$ cat src/rtl/gate_op_arbiter.sv
// Round-robin arbiter sharing one bitwise gate unit among NUM_REQ requesters.
// One registered response slot; NAND-built XOR is cross-checked against native XOR.
module gate_op_arbiter #(
    parameter int NUM_REQ = 4,
    parameter int WIDTH   = 8,
    parameter int ID_W    = $clog2(NUM_REQ)
) (
    input  logic                     clk,
    input  logic                     rst_n,
    input  logic [NUM_REQ-1:0]       req_valid,
    output logic [NUM_REQ-1:0]       req_ready,
    input  logic [3*NUM_REQ-1:0]     req_op,
    input  logic [WIDTH*NUM_REQ-1:0] req_a,
    input  logic [WIDTH*NUM_REQ-1:0] req_b,
    output logic                     rsp_valid,
    input  logic                     rsp_ready,
    output logic [ID_W-1:0]          rsp_id,
    output logic [WIDTH-1:0]         rsp_data,
    output logic                     xor_mismatch,
    output logic [15:0]              txn_count
);

    localparam int unsigned OP_W  = 3;
    localparam int unsigned CNT_W = 16;

    typedef enum logic {
        EMPTY = 1'b0,
        FULL  = 1'b1
    } state_e;

    typedef enum logic [OP_W-1:0] {
        OP_AND   = 3'd0,
        OP_OR    = 3'd1,
        OP_NOT   = 3'd2,
        OP_NAND  = 3'd3,
        OP_NOR   = 3'd4,
        OP_XOR   = 3'd5,
        OP_XNOR  = 3'd6,
        OP_NXOR  = 3'd7
    } op_e;

    state_e            state_q, state_d;
    logic [ID_W-1:0]   last_q, last_d;
    logic [ID_W-1:0]   rsp_id_q, rsp_id_d;
    logic [WIDTH-1:0]  rsp_data_q, rsp_data_d;
    logic              mism_q, mism_d;
    logic [CNT_W-1:0]  cnt_q, cnt_d;

    logic              can_accept_c;
    logic              grant_any_c;
    logic [ID_W-1:0]   grant_idx_c;
    logic [NUM_REQ-1:0] grant_c;

    logic [OP_W-1:0]   sel_op_c;
    logic [WIDTH-1:0]  sel_a_c;
    logic [WIDTH-1:0]  sel_b_c;
    logic [WIDTH-1:0]  nand1_c;
    logic [WIDTH-1:0]  nand_xor_c;
    logic [WIDTH-1:0]  result_c;
    logic              mismatch_c;

    assign can_accept_c = (state_q == EMPTY) || rsp_ready;

    // Scan from last+1 upward, wrapping, for the first valid requester.
    always_comb begin
        int unsigned idx;
        idx         = 0;
        grant_any_c = 1'b0;
        grant_idx_c = '0;
        grant_c     = '0;
        if (can_accept_c) begin
            for (int unsigned k = 1; k <= NUM_REQ; k++) begin
                idx = (32'(last_q) + k) % NUM_REQ;
                if (!grant_any_c && req_valid[ID_W'(idx)]) begin
                    grant_any_c = 1'b1;
                    grant_idx_c = ID_W'(idx);
                end
            end
        end
        if (grant_any_c) begin
            grant_c[grant_idx_c] = 1'b1;
        end
    end

    assign req_ready = grant_c;

    // Operand mux for the granted requester.
    assign sel_op_c = OP_W'(req_op >> (OP_W * 32'(grant_idx_c)));
    assign sel_a_c  = WIDTH'(req_a >> (WIDTH * 32'(grant_idx_c)));
    assign sel_b_c  = WIDTH'(req_b >> (WIDTH * 32'(grant_idx_c)));

    assign nand1_c    = ~(sel_a_c & sel_b_c);
    assign nand_xor_c = ~(~(sel_a_c & nand1_c) & ~(sel_b_c & nand1_c));
    assign mismatch_c = (nand_xor_c != (sel_a_c ^ sel_b_c));

    always_comb begin
        result_c = '0;
        case (op_e'(sel_op_c))
            OP_AND:  result_c = sel_a_c & sel_b_c;
            OP_OR:   result_c = sel_a_c | sel_b_c;
            OP_NOT:  result_c = ~sel_a_c;
            OP_NAND: result_c = ~(sel_a_c & sel_b_c);
            OP_NOR:  result_c = ~(sel_a_c | sel_b_c);
            OP_XOR:  result_c = sel_a_c ^ sel_b_c;
            OP_XNOR: result_c = ~(sel_a_c ^ sel_b_c);
            OP_NXOR: result_c = nand_xor_c;
            default: result_c = '0;
        endcase
    end

    // Next-state: an accept always fills the slot; otherwise a ready consumer drains it.
    always_comb begin
        state_d    = state_q;
        last_d     = last_q;
        rsp_id_d   = rsp_id_q;
        rsp_data_d = rsp_data_q;
        mism_d     = mism_q;
        cnt_d      = cnt_q;
        case (state_q)
            EMPTY: begin
                if (grant_any_c) begin
                    state_d = FULL;
                end
            end
            FULL: begin
                if (rsp_ready && !grant_any_c) begin
                    state_d = EMPTY;
                end
            end
            default: state_d = EMPTY;
        endcase
        if (grant_any_c) begin
            state_d    = FULL;
            last_d     = grant_idx_c;
            rsp_id_d   = grant_idx_c;
            rsp_data_d = result_c;
            mism_d     = mism_q | mismatch_c;
            cnt_d      = (cnt_q == {CNT_W{1'b1}}) ? cnt_q : cnt_q + CNT_W'(1);
        end
    end

    always_ff @(posedge clk) begin
        if (!rst_n) begin
            state_q    <= EMPTY;
            last_q     <= ID_W'(NUM_REQ - 1);
            rsp_id_q   <= '0;
            rsp_data_q <= '0;
            mism_q     <= 1'b0;
            cnt_q      <= '0;
        end else begin
            state_q    <= state_d;
            last_q     <= last_d;
            rsp_id_q   <= rsp_id_d;
            rsp_data_q <= rsp_data_d;
            mism_q     <= mism_d;
            cnt_q      <= cnt_d;
        end
    end

    assign rsp_valid    = (state_q == FULL);
    assign rsp_id       = rsp_id_q;
    assign rsp_data     = rsp_data_q;
    assign xor_mismatch = mism_q;
    assign txn_count    = cnt_q;

endmodule

$ cat config.mk
export PLATFORM = sky130hd
export DESIGN_NAME = gate_op_arbiter
export DESIGN_NICKNAME = d
export VERILOG_FILES = /design/src/rtl/gate_op_arbiter.sv
export SDC_FILE = /design/constraint.sdc
export NUM_CORES = 1
export LEC_CHECK = 0
export BUFFER_PORTS_ARGS = -buffer_cell sky130_fd_sc_hd__buf_4
export CORE_ASPECT_RATIO = 2
export CORE_UTILIZATION = 35
export CTS_CLUSTER_SIZE = 16
export DETAILED_ROUTE_END_ITERATION = 10
export PLACE_DENSITY_LB_ADDON = 0.08
export SYNTH_ARGS = -nofsm -noshare
export SYNTH_HDL_FRONTEND = slang
export SYNTH_SLANG_ARGS = --single-unit
$ cat constraint.sdc
create_clock -name clk -period 9 [get_ports clk]
set_input_delay 0.9 -clock clk [delete_from_list [all_inputs] [get_ports clk]]
set_output_delay 0.9 -clock clk [all_outputs]
set_load 0.05 [all_outputs]
==> impl_metrics.json, run 1 <==
{
  "final_common_cell": "buf_4",
  "clock_latency_ns": 0.27,
  "fin_util_pct": 48.9,
  "grt_max_degree": 38,
  "cp_max_fo": 37,
  "cp-endpoint": "rsp_data[2]$_SDFFE_PN0P_",
  "die_area_um2": 8460,
  "dr_wl_met2_mm": 4.22,
  "fin_nets": 569,
  "dr.first_iter.drc_count": 125,
  "clk_path_buf_depth": 2,
  "place_ws_ns": 4.86,
  "globalRoute.totalOverflow": 0,
  "setup_viol": 0,
  "syn_to_final_growth_pct": 36.4,
  "dr.pass1.iters": 4,
  "cp.arrival_ns": 3.99,
  "p_per_area_nw_per_um2": 173,
  "cts_resized": 0,
  "ys_ff_latch": 29,
  "core_um2": 7890,
  "grt_first_pass_wirelength_mm": 13.0,
  "synth.area.top_cells": "dfxtp_1, mux2i_1, ha_1",
  "cts_setup_buffers": 0,
  "fin_cells": 566,
  "clock_sinks": 29,
  "clk_pin_slew_ns": 0.05,
  "hold_ws_ns": 0.456,
  "totalWireLength_mm": 8.06,
  "cts_tree": "built",
  "worstMarginPinSlew_ns": 0.893,
  "total_power_uw": 668,
  "cts_buffers": 5,
  "final_cell_mix": "buf_4, nand2_1, mux2i_1, nor2_1, dfxtp_1",
  "tns_ns": 0,
  "wl_per_cell_um": 14.2,
  "r2r_cells": 10,
  "synth_edf_count": 0,
  "met3_length_um": 541,
  "vias": 2987,
  "antenna_found_initial": 0,
  "dieHeight_um": 129,
  "setup_ws_ns": 5.15,
  "synth_top_area_share_pct": 20.5,
  "avgSynthCellArea_um2": 7.70,
  "grt_setup_unrepaired": "no",
  "maxCapViolCount": 0,
  "max_slew_margin_pct": 39.3,
  "fmax_mhz": 260,
  "synth-main-ff-cell": "dfxtp_1",
  "grt_pass1_vias": 2847,
  "leakage_nw": 1.86,
  "yosysWarnings": 0,
  "io_pins": 115,
  "rows": 46,
  "synth.cell_area_um2": 2830,
  "fin_crit_sh_pct": 42.8,
  "finalCriticalPeriod_ns": 3.85,
  "portBuffers": 113,
  "place_area_um2": 3710,
  "drive_above_1_share_pct": 30.0,
  "hold_viol_final": 0,
  "r2r_slack_ns": 5.59,
  "clockRootBuffer": "clkbuf_16",
  "cts_max_level": 2,
  "critical_path_class": "primary input to flop",
  "wl_met1_mm": 3.15,
  "reg2reg_to": "rsp_data[6]$_SDFFE_PN0P_",
  "drtAntennaViolNets": 0,
  "endpoint_kind": "flop",
  "die_w_um": 65.5,
  "highest_layer": "met4",
  "hold_path_class": "flop to flop",
  "stdcell_area_um2": 3850,
  "syn_nets": 467,
  "grt_usage_pct": 19.1,
  "synthCells": 367,
  "r2r-start": "last_q[0]$_SDFFE_PN1P_",
  "dp.cells": 558,
  "startpoint": "req_valid[1]",
  "diodes": 0,
  "skew_ns": 0.00515,
  "vias_per_cell": 5.28,
  "gp_congestion": 0.804,
  "start_kind": "primary input",
  "synth_largest_area_cell": "dfxtp_1",
  "postCtsHoldBufs": 0,
  "vdd_drop_max_v": 0.000188,
  "start_util_pct": 35.8,
  "ys_seq_area_share_pct": 20.5,
  "netlist-cell-type-count": 57,
  "drc": 0,
  "synthArstFlopShare_pct": 0,
  "hpwl_mm": 6.23,
  "crit_required_ns": 9.14,
  "outcome": "completed",
  "finalMaxSlewViolations": 0
}
==> metal layers <==
| metal | up-vias | track usage (%) |
|---|---|---|
| met3 | 9 | 3.26 |
| met5 | - | 0 |
| met1 | 1344 | 20.5 |
| met4 | 0 | 6.65 |
| li1 | 1522 | - |
| met2 | 112 | 36.1 |
==> power breakdown <==
group          leakage [nW]  internal [mW]  total [mW]  switching [mW]
logic                  1.55          0.143       0.357           0.214
registers             0.238          0.143       0.156          0.0122
clock network        0.0706          0.101       0.156          0.0546
total                  1.86          0.387       0.668           0.281
==> state kept, by name (all words and copies together) (netlist names) <==
name,count
rsp_valid,1
txn_count,16
last_q,2
rsp_id,2
rsp_data,8
==> how the worst min path moves through the flow <==
stage | slack (ns) | end | start | depth (start not counted)
2_1_floorplan | 0.55 | last_q[0]$_SDFFE_PN1P_ | last_q[0]$_SDFFE_PN1P_ | 2
3_3_place_gp | 0.46 | rsp_id[1]$_SDFFE_PN0P_ | rsp_id[1]$_SDFFE_PN0P_ | 2
3_5_place_dp | 0.45 | rsp_id[1]$_SDFFE_PN0P_ | rsp_id[1]$_SDFFE_PN0P_ | 2
4_1_cts | 0.46 | rsp_id[1]$_SDFFE_PN0P_ | rsp_id[1]$_SDFFE_PN0P_ | 2
5_1_grt | 0.51 | rsp_id[1]$_SDFFE_PN0P_ | rsp_id[1]$_SDFFE_PN0P_ | 2
6_report | 0.46 | rsp_id[1]$_SDFFE_PN0P_ | rsp_id[1]$_SDFFE_PN0P_ | 2
==> area by class of cell <==
cell class / instances / area (um^2)
Clock inverter: 2 / 10.0
Timing Repair Buffer: 117 / 878
Clock buffer: 6 / 129
Fill cell: 777 / 4030
Tap cell: 96 / 120
Multi-Input combinational cell: 295 / 2060
Sequential cell: 29 / 581
Inverter: 21 / 78.8
==> cells by family after synthesis <==
logic type,after synthesis,synth area share [%]
simple gates,148,24.8
mux,47,17.1
other cells,1,0.133
buf+inv,43,6.95
compound gates,69,18.9
flops,29,20.5
xor+xnor,13,4.03
fa+ha+maj,17,7.53
==> critical path: stages <==
cell and delay [ns]:
buf_4 0.14, nor4_1 0.41, nor2_1 0.07, buf_4 0.21
o31ai_4 0.06, buf_4 0.49, o221a_1 0.53, or2_1 0.46
nand3_1 0.33, o31ai_1 0.30, a31oi_1 0.08
==> Yosys cell counts, types with 2 or more instances <==
| cell type | count |
|---|---|
| a21oi_2 | 2 |
| nand4_1 | 5 |
| xor2_1 | 10 |
| nor2b_1 | 2 |
| a32oi_1 | 2 |
| nand2_1 | 48 |
| mux2_2 | 6 |
| nor3b_1 | 2 |
| nand2b_1 | 6 |
| buf_6 | 2 |
| nand3_1 | 13 |
| o211ai_1 | 10 |
| buf_2 | 10 |
| nor2_1 | 37 |
| dfxtp_1 | 29 |
| and3_1 | 2 |
| nor4_1 | 8 |
| a21oi_1 | 11 |
| nor3_1 | 10 |
| mux2i_1 | 39 |
| o31ai_1 | 3 |
| o2bb2ai_1 | 3 |
| a41oi_1 | 2 |
| a32o_1 | 2 |
| and2_1 | 3 |
| inv_1 | 21 |
| clkbuf_1 | 8 |
| o311a_1 | 4 |
| ha_1 | 17 |
| or3_1 | 4 |
| a211oi_1 | 7 |
| xnor2_1 | 3 |
| buf_4 | 2 |
| o21ai_0 | 9 |
| a31oi_1 | 3 |
Power figures use the tool's default switching activity.
==> inputs of run 2 (changes only) <==
==> constraint.sdc (replaced) <==
create_clock -name clk -period 3.5 [get_ports clk]
set_input_delay 0.35 -clock clk [delete_from_list [all_inputs] [get_ports clk]]
set_output_delay 0.35 -clock clk [all_outputs]
set_load 0.05 [all_outputs]
==> run 2 against run 1 <==
Compared with the run above: first-iteration DRC count shrank 22%; final area grew 4.9%; sequential power grew to 2.6 times the previous value; register-to-register slack lost 5.3 ns; non-clock buffer count grew 14; via count grew 4.2%; power grew to 2.7 times the previous value.
==> impl_metrics.json, run 2 (synthesis gave the netlist of run 1 again) <==
{
  "start_kind": "flop",
  "skew_ns": 0.00500,
  "syn_to_final_growth_pct": 43.1,
  "fin_nets": 584,
  "dr.first_iter.drc_count": 97,
  "dr.pass1.iters": 4,
  "portBuffers": 113,
  "drc": 0,
  "p_per_area_nw_per_um2": 453,
  "clockRootBuffer": "clkbuf_16",
  "largest_reg_flops": 16,
  "drtAntennaViolNets": 0,
  "clk_path_buf_depth": 2,
  "max_slew_margin_pct": 49.6,
  "globalRoute.totalOverflow": 0,
  "grt_first_pass_wirelength_mm": 14.3,
  "cts_tree": "built",
  "setup_ws_ns": 0.318,
  "place_area_um2": 3810,
  "fin_cells": 581,
  "final_common_cell": "buf_4",
  "vdd_drop_max_v": 0.000388,
  "endpoint_kind": "flop",
  "gp_congestion": 0.857,
  "maxCapViolCount": 0,
  "outcome": "completed",
  "start_util_pct": 35.8,
  "cts_buffers": 5,
  "wl_per_cell_um": 15.2,
  "fmax_mhz": 314,
  "leakage_nw": 1.95,
  "io_pins": 115,
  "crit_required_ns": 3.70,
  "vias": 3111,
  "nFillCells": 794,
  "hold_ws_ns": 0.357,
  "vias_per_cell": 5.35,
  "critical_path_class": "flop to flop",
  "totalWireLength_mm": 8.82,
  "hpwl_mm": 6.71,
  "diodes": 0,
  "core_um2": 7890,
  "antenna_found_initial": 0,
  "final_cell_mix": "buf_4, nand2_1, mux2i_1, nor2_1, dfxtp_1",
  "dp.cells": 569,
  "cts_max_level": 2,
  "clock_sinks": 29,
  "clock_latency_ns": 0.28,
  "place_ws_ns": -0.0530,
  "hold_path_class": "primary input to flop",
  "cp_max_fo": 8,
  "setup_viol": 0,
  "clk_pin_slew_ns": 0.05,
  "grt_setup_unrepaired": "no",
  "finalMaxSlewViolations": 0,
  "fin_crit_sh_pct": 90.9,
  "hold_viol_final": 0,
  "grt_usage_pct": 21.7,
  "grt_pass1_vias": 3047,
  "cp.arrival_ns": 3.38,
  "stdcell_area_um2": 4040,
  "die_area_um2": 8460,
  "rows": 46,
  "dieHeight_um": 129,
  "regArea_um2": 581,
  "finalCriticalPeriod_ns": 3.18,
  "tns_ns": 0,
  "worstMarginPinSlew_ns": 0.746,
  "drive_above_1_share_pct": 32.6,
  "grt_max_degree": 24,
  "die_w_um": 65.5,
  "multi_input_area_um2": 2100
}
-- run 2: final cells by class --
cell class / instances / area share (%)
flip-flops and latches: 29 / 14.4
clock buffers: 7 / 3.77
clock inverters: 1 / 0.124
repair buffers: 131 / 24.9
multi-input cells: 296 / 51.9
well taps: 96 / 2.97
inverters: 21 / 1.95
-- run 2: path summary, 6_finish.rpt --
path	start	endpoint	slack, ns	depth (start not counted)
worst max-delay path	last_q[1]$_SDFFE_PN1P_	rsp_data[1]$_SDFFE_PN0P_	0.32	11
worst min-delay path	rst_n	last_q[0]$_SDFFE_PN1P_	0.36	2
worst max register to register	last_q[1]$_SDFFE_PN1P_	rsp_data[1]$_SDFFE_PN0P_	0.32	11
worst min register to register	rsp_id[1]$_SDFFE_PN0P_	rsp_id[1]$_SDFFE_PN0P_	0.46	2
-- run 2: through the flow --
| step | utilization [%] | power (mW) |
|---|---|---|
| 2_1_floorplan | - | 1.08 |
| 3_3_place_gp | 48.3 | 1.35 |
| 3_5_place_dp | 48.3 | 1.36 |
| 4_1_cts | 50.5 | 1.83 |
| 5_1_grt | 51.3 | 1.95 |
| 6_report | 51.3 | 1.83 |
-- run 2: repair_timing --
action / in CTS / in global routing
resized for setup: 0 / 3
endpoints found under the hold margin: 0 / 0
gates cloned: 1 / 0
setup endpoints to repair: 3 / 8
buffers inserted: 0 / 3
pin swaps: 1 / 1
hold buffers: 0 / 0
-- run 2: worst max-delay path, cell delays in order (launching register included) --
cell      delay (ns)
dfxtp_1         0.38
or3b_1          0.43
a21oi_2         0.29
o311a_4         0.31
buf_12          0.13
mux2i_1         0.27
inv_1           0.08
ha_1            0.30
or3_1           0.38
a211oi_1        0.25
nor3_1          0.10
a31oi_1         0.18
-- run 2: per-layer routing --
| layer | vias up | part of all wire, % | GRT usage [%] |
|---|---|---|---|
| met2 | 116 | 55 | 42.6 |
| met3 | 10 | 6.3 | 3.70 |
| met5 | - | 0 | 0 |
| met1 | 1433 | 37 | 22.2 |
| met4 | 0 | 1.4 | 7.16 |
| li1 | 1552 | - | - |
-- run 2: power by group --
group / total [mW] / switching (mW) / internal [mW]
registers: 0.398 / 0.0289 / 0.369
logic: 0.992 / 0.579 / 0.413
clock network: 0.444 / 0.144 / 0.300
total: 1.83 / 0.752 / 1.08
==> inputs of run 3 (changes only) <==
--- a/config.mk
+++ b/config.mk
@@ -10,7 +10,8 @@
 export CORE_UTILIZATION = 35
 export CTS_CLUSTER_SIZE = 16
 export DETAILED_ROUTE_END_ITERATION = 10
-export PLACE_DENSITY_LB_ADDON = 0.08
+export PLACE_DENSITY = 0.64
+export SETUP_SLACK_MARGIN = 0.1
 export SYNTH_ARGS = -nofsm -noshare
 export SYNTH_HDL_FRONTEND = slang
 export SYNTH_SLANG_ARGS = --single-unit
==> run 3 against run 2 <==
Compared with the run above: first-iteration DRC count down 3.1%; critical path type unchanged; register-to-register slack better by 0.07 ns; final cell count up 0.52%; sequential cell count unchanged; routed wire length up 0.23%; clock power down 5.9%.
==> impl_metrics.json, run 3 (synthesis gave the netlist of run 1 again) <==
{
  "cts_buffers": 5,
  "grt_max_degree": 24,
  "rows": 46,
  "dr.pass1.iters": 4,
  "vias_per_cell": 5.49,
  "maxCapViolCount": 0,
  "final_common_cell": "buf_4",
  "finalCriticalPeriod_ns": 3.11,
  "grt_pass1_vias": 3109,
  "totalWireLength_mm": 8.84,
  "clock_sinks": 29,
  "cts_max_level": 2,
  "regArea_um2": 581,
  "dieHeight_um": 129,
  "antenna_found_initial": 0,
  "hold_ws_ns": 0.335,
  "syn_to_final_growth_pct": 42.9,
  "hold_path_class": "primary input to flop",
  "start_kind": "flop",
  "p_per_area_nw_per_um2": 452,
  "globalRoute.totalOverflow": 0,
  "reg2reg_to": "rsp_data[1]$_SDFFE_PN0P_",
  "max_slew_margin_pct": 48.4,
  "hpwl_mm": 6.90,
  "wl_per_cell_um": 15.1,
  "skew_ns": 0.00459,
  "stdcell_area_um2": 4040,
  "start_util_pct": 35.8,
  "clk_path_buf_depth": 2,
  "critical_path_class": "flop to flop",
  "cp.arrival_ns": 3.31,
  "r2r_cells": 11,
  "die_w_um": 65.5,
  "crit_required_ns": 3.70,
  "worstPathCellList": "or3b_1 -> a21oi_2 -> o311a_4 -> buf_12 -> mux2i_1 -> inv_1 -> ha_1 -> or3_1 -> a211oi_1 -> nor3_1 -> a31oi_1",
  "drive_above_1_share_pct": 32.8,
  "clk_pin_slew_ns": 0.05,
  "outcome": "completed",
  "fin_crit_sh_pct": 88.9,
  "core_um2": 7890,
  "fmax_mhz": 321,
  "hold_end": "last_q[0]$_SDFFE_PN1P_",
  "drc": 0,
  "diodes": 0,
  "finalMaxSlewViolations": 0,
  "min_from": "rst_n",
  "multi_input_area_um2": 2070,
  "io_pins": 115,
  "grt_usage_pct": 20.9,
  "tns_ns": 0,
  "largest_reg_flops": 16,
  "final_cell_mix": "buf_4, nand2_1, mux2i_1, nor2_1, dfxtp_1",
  "cp_max_fo": 8,
  "r2r_slack_ns": 0.39,
  "worstHoldPathCells": 2,
  "dr.first_iter.drc_count": 94,
  "grt_setup_unrepaired": "no",
  "hold_viol_final": 0,
  "gp_congestion": 0.837,
  "worstMarginPinSlew_ns": 0.772,
  "clock_latency_ns": 0.28,
  "r2r-start": "last_q[1]$_SDFFE_PN1P_",
  "nFillCells": 774,
  "fin_nets": 588,
  "grt_first_pass_wirelength_mm": 13.8,
  "endpoint_kind": "flop",
  "leakage_nw": 1.96,
  "clockRootBuffer": "clkbuf_16",
  "portBuffers": 113,
  "place_area_um2": 3830,
  "cts_tree": "built",
  "slowest_delay_ns": 0.41,
  "cp_slowest_cell": "or3b_1",
  "setup_viol": 0,
  "drtAntennaViolNets": 0,
  "vdd_drop_max_v": 0.000317,
  "die_area_um2": 8460,
  "vias": 3206
}
[run 3: per-stage QoR]
step | setup WS, ns | utilization, % | total power, mW | cells
2_1_floorplan | 0.311 | - | 1.08 | 367
3_3_place_gp | 0.116 | 48.6 | 1.37 | 572
3_5_place_dp | 0.0478 | 48.6 | 1.39 | 572
4_1_cts | 0.184 | 51.0 | 1.84 | 584
5_1_grt | 0.167 | 51.2 | 1.94 | 584
6_report | 0.388 | 51.2 | 1.83 | 584
[run 3: power by group]
group | total [mW] | switching (mW) | internal [mW]
combinational | 1.01 | 0.587 | 0.420
clock | 0.418 | 0.140 | 0.278
sequential | 0.402 | 0.0325 | 0.369
total | 1.83 | 0.759 | 1.07
[run 3: area by class of cell]
class / instances / area share, %
inverters: 21 / 1.95
clock buffers: 7 / 3.53
repair buffers: 136 / 25.9
flip-flops and latches: 29 / 14.4
multi-input cells: 295 / 51.2
well taps: 96 / 2.98
[run 3: critical path, delay by kind of cell (launching register included)]
kind	cells	cell delay (ns)
AOI/OAI and AO/OA	4	0.96
and+or+nand+nor	3	0.86
DFF	1	0.38
adders and majority gates	1	0.31
muxes	1	0.30
buffers and inverters	2	0.21
[run 3: how the worst max path moves through the flow]
stage,startpoint,endpoint
floorplan,rsp_valid$_SDFF_PN0_,rsp_data[2]$_SDFFE_PN0P_
global placement,req_valid[0],rsp_data[7]$_SDFFE_PN0P_
detailed placement,req_valid[0],rsp_data[1]$_SDFFE_PN0P_
CTS,last_q[1]$_SDFFE_PN1P_,rsp_data[6]$_SDFFE_PN0P_
global route,last_q[1]$_SDFFE_PN1P_,rsp_data[2]$_SDFFE_PN0P_
finish,last_q[1]$_SDFFE_PN1P_,rsp_data[1]$_SDFFE_PN0P_
[run 3: what timing repair did]
item | CTS | global route
gates resized for setup | 0 | 2
hold buffers | 0 | 0
setup buffers | 5 | 0
pin swaps | 1 | 0
endpoints found under the setup margin | 1 | 4
gates cloned | 0 | 0
[run 3: routing by layer]
layer	global-route usage, %	vias to the layer above	share of wire, %
met2	39.4	134	53
li1	-	1555	-
met5	0	-	0
met3	3.87	29	7.2
met1	19.7	1488	36
met4	13.4	0	4.1
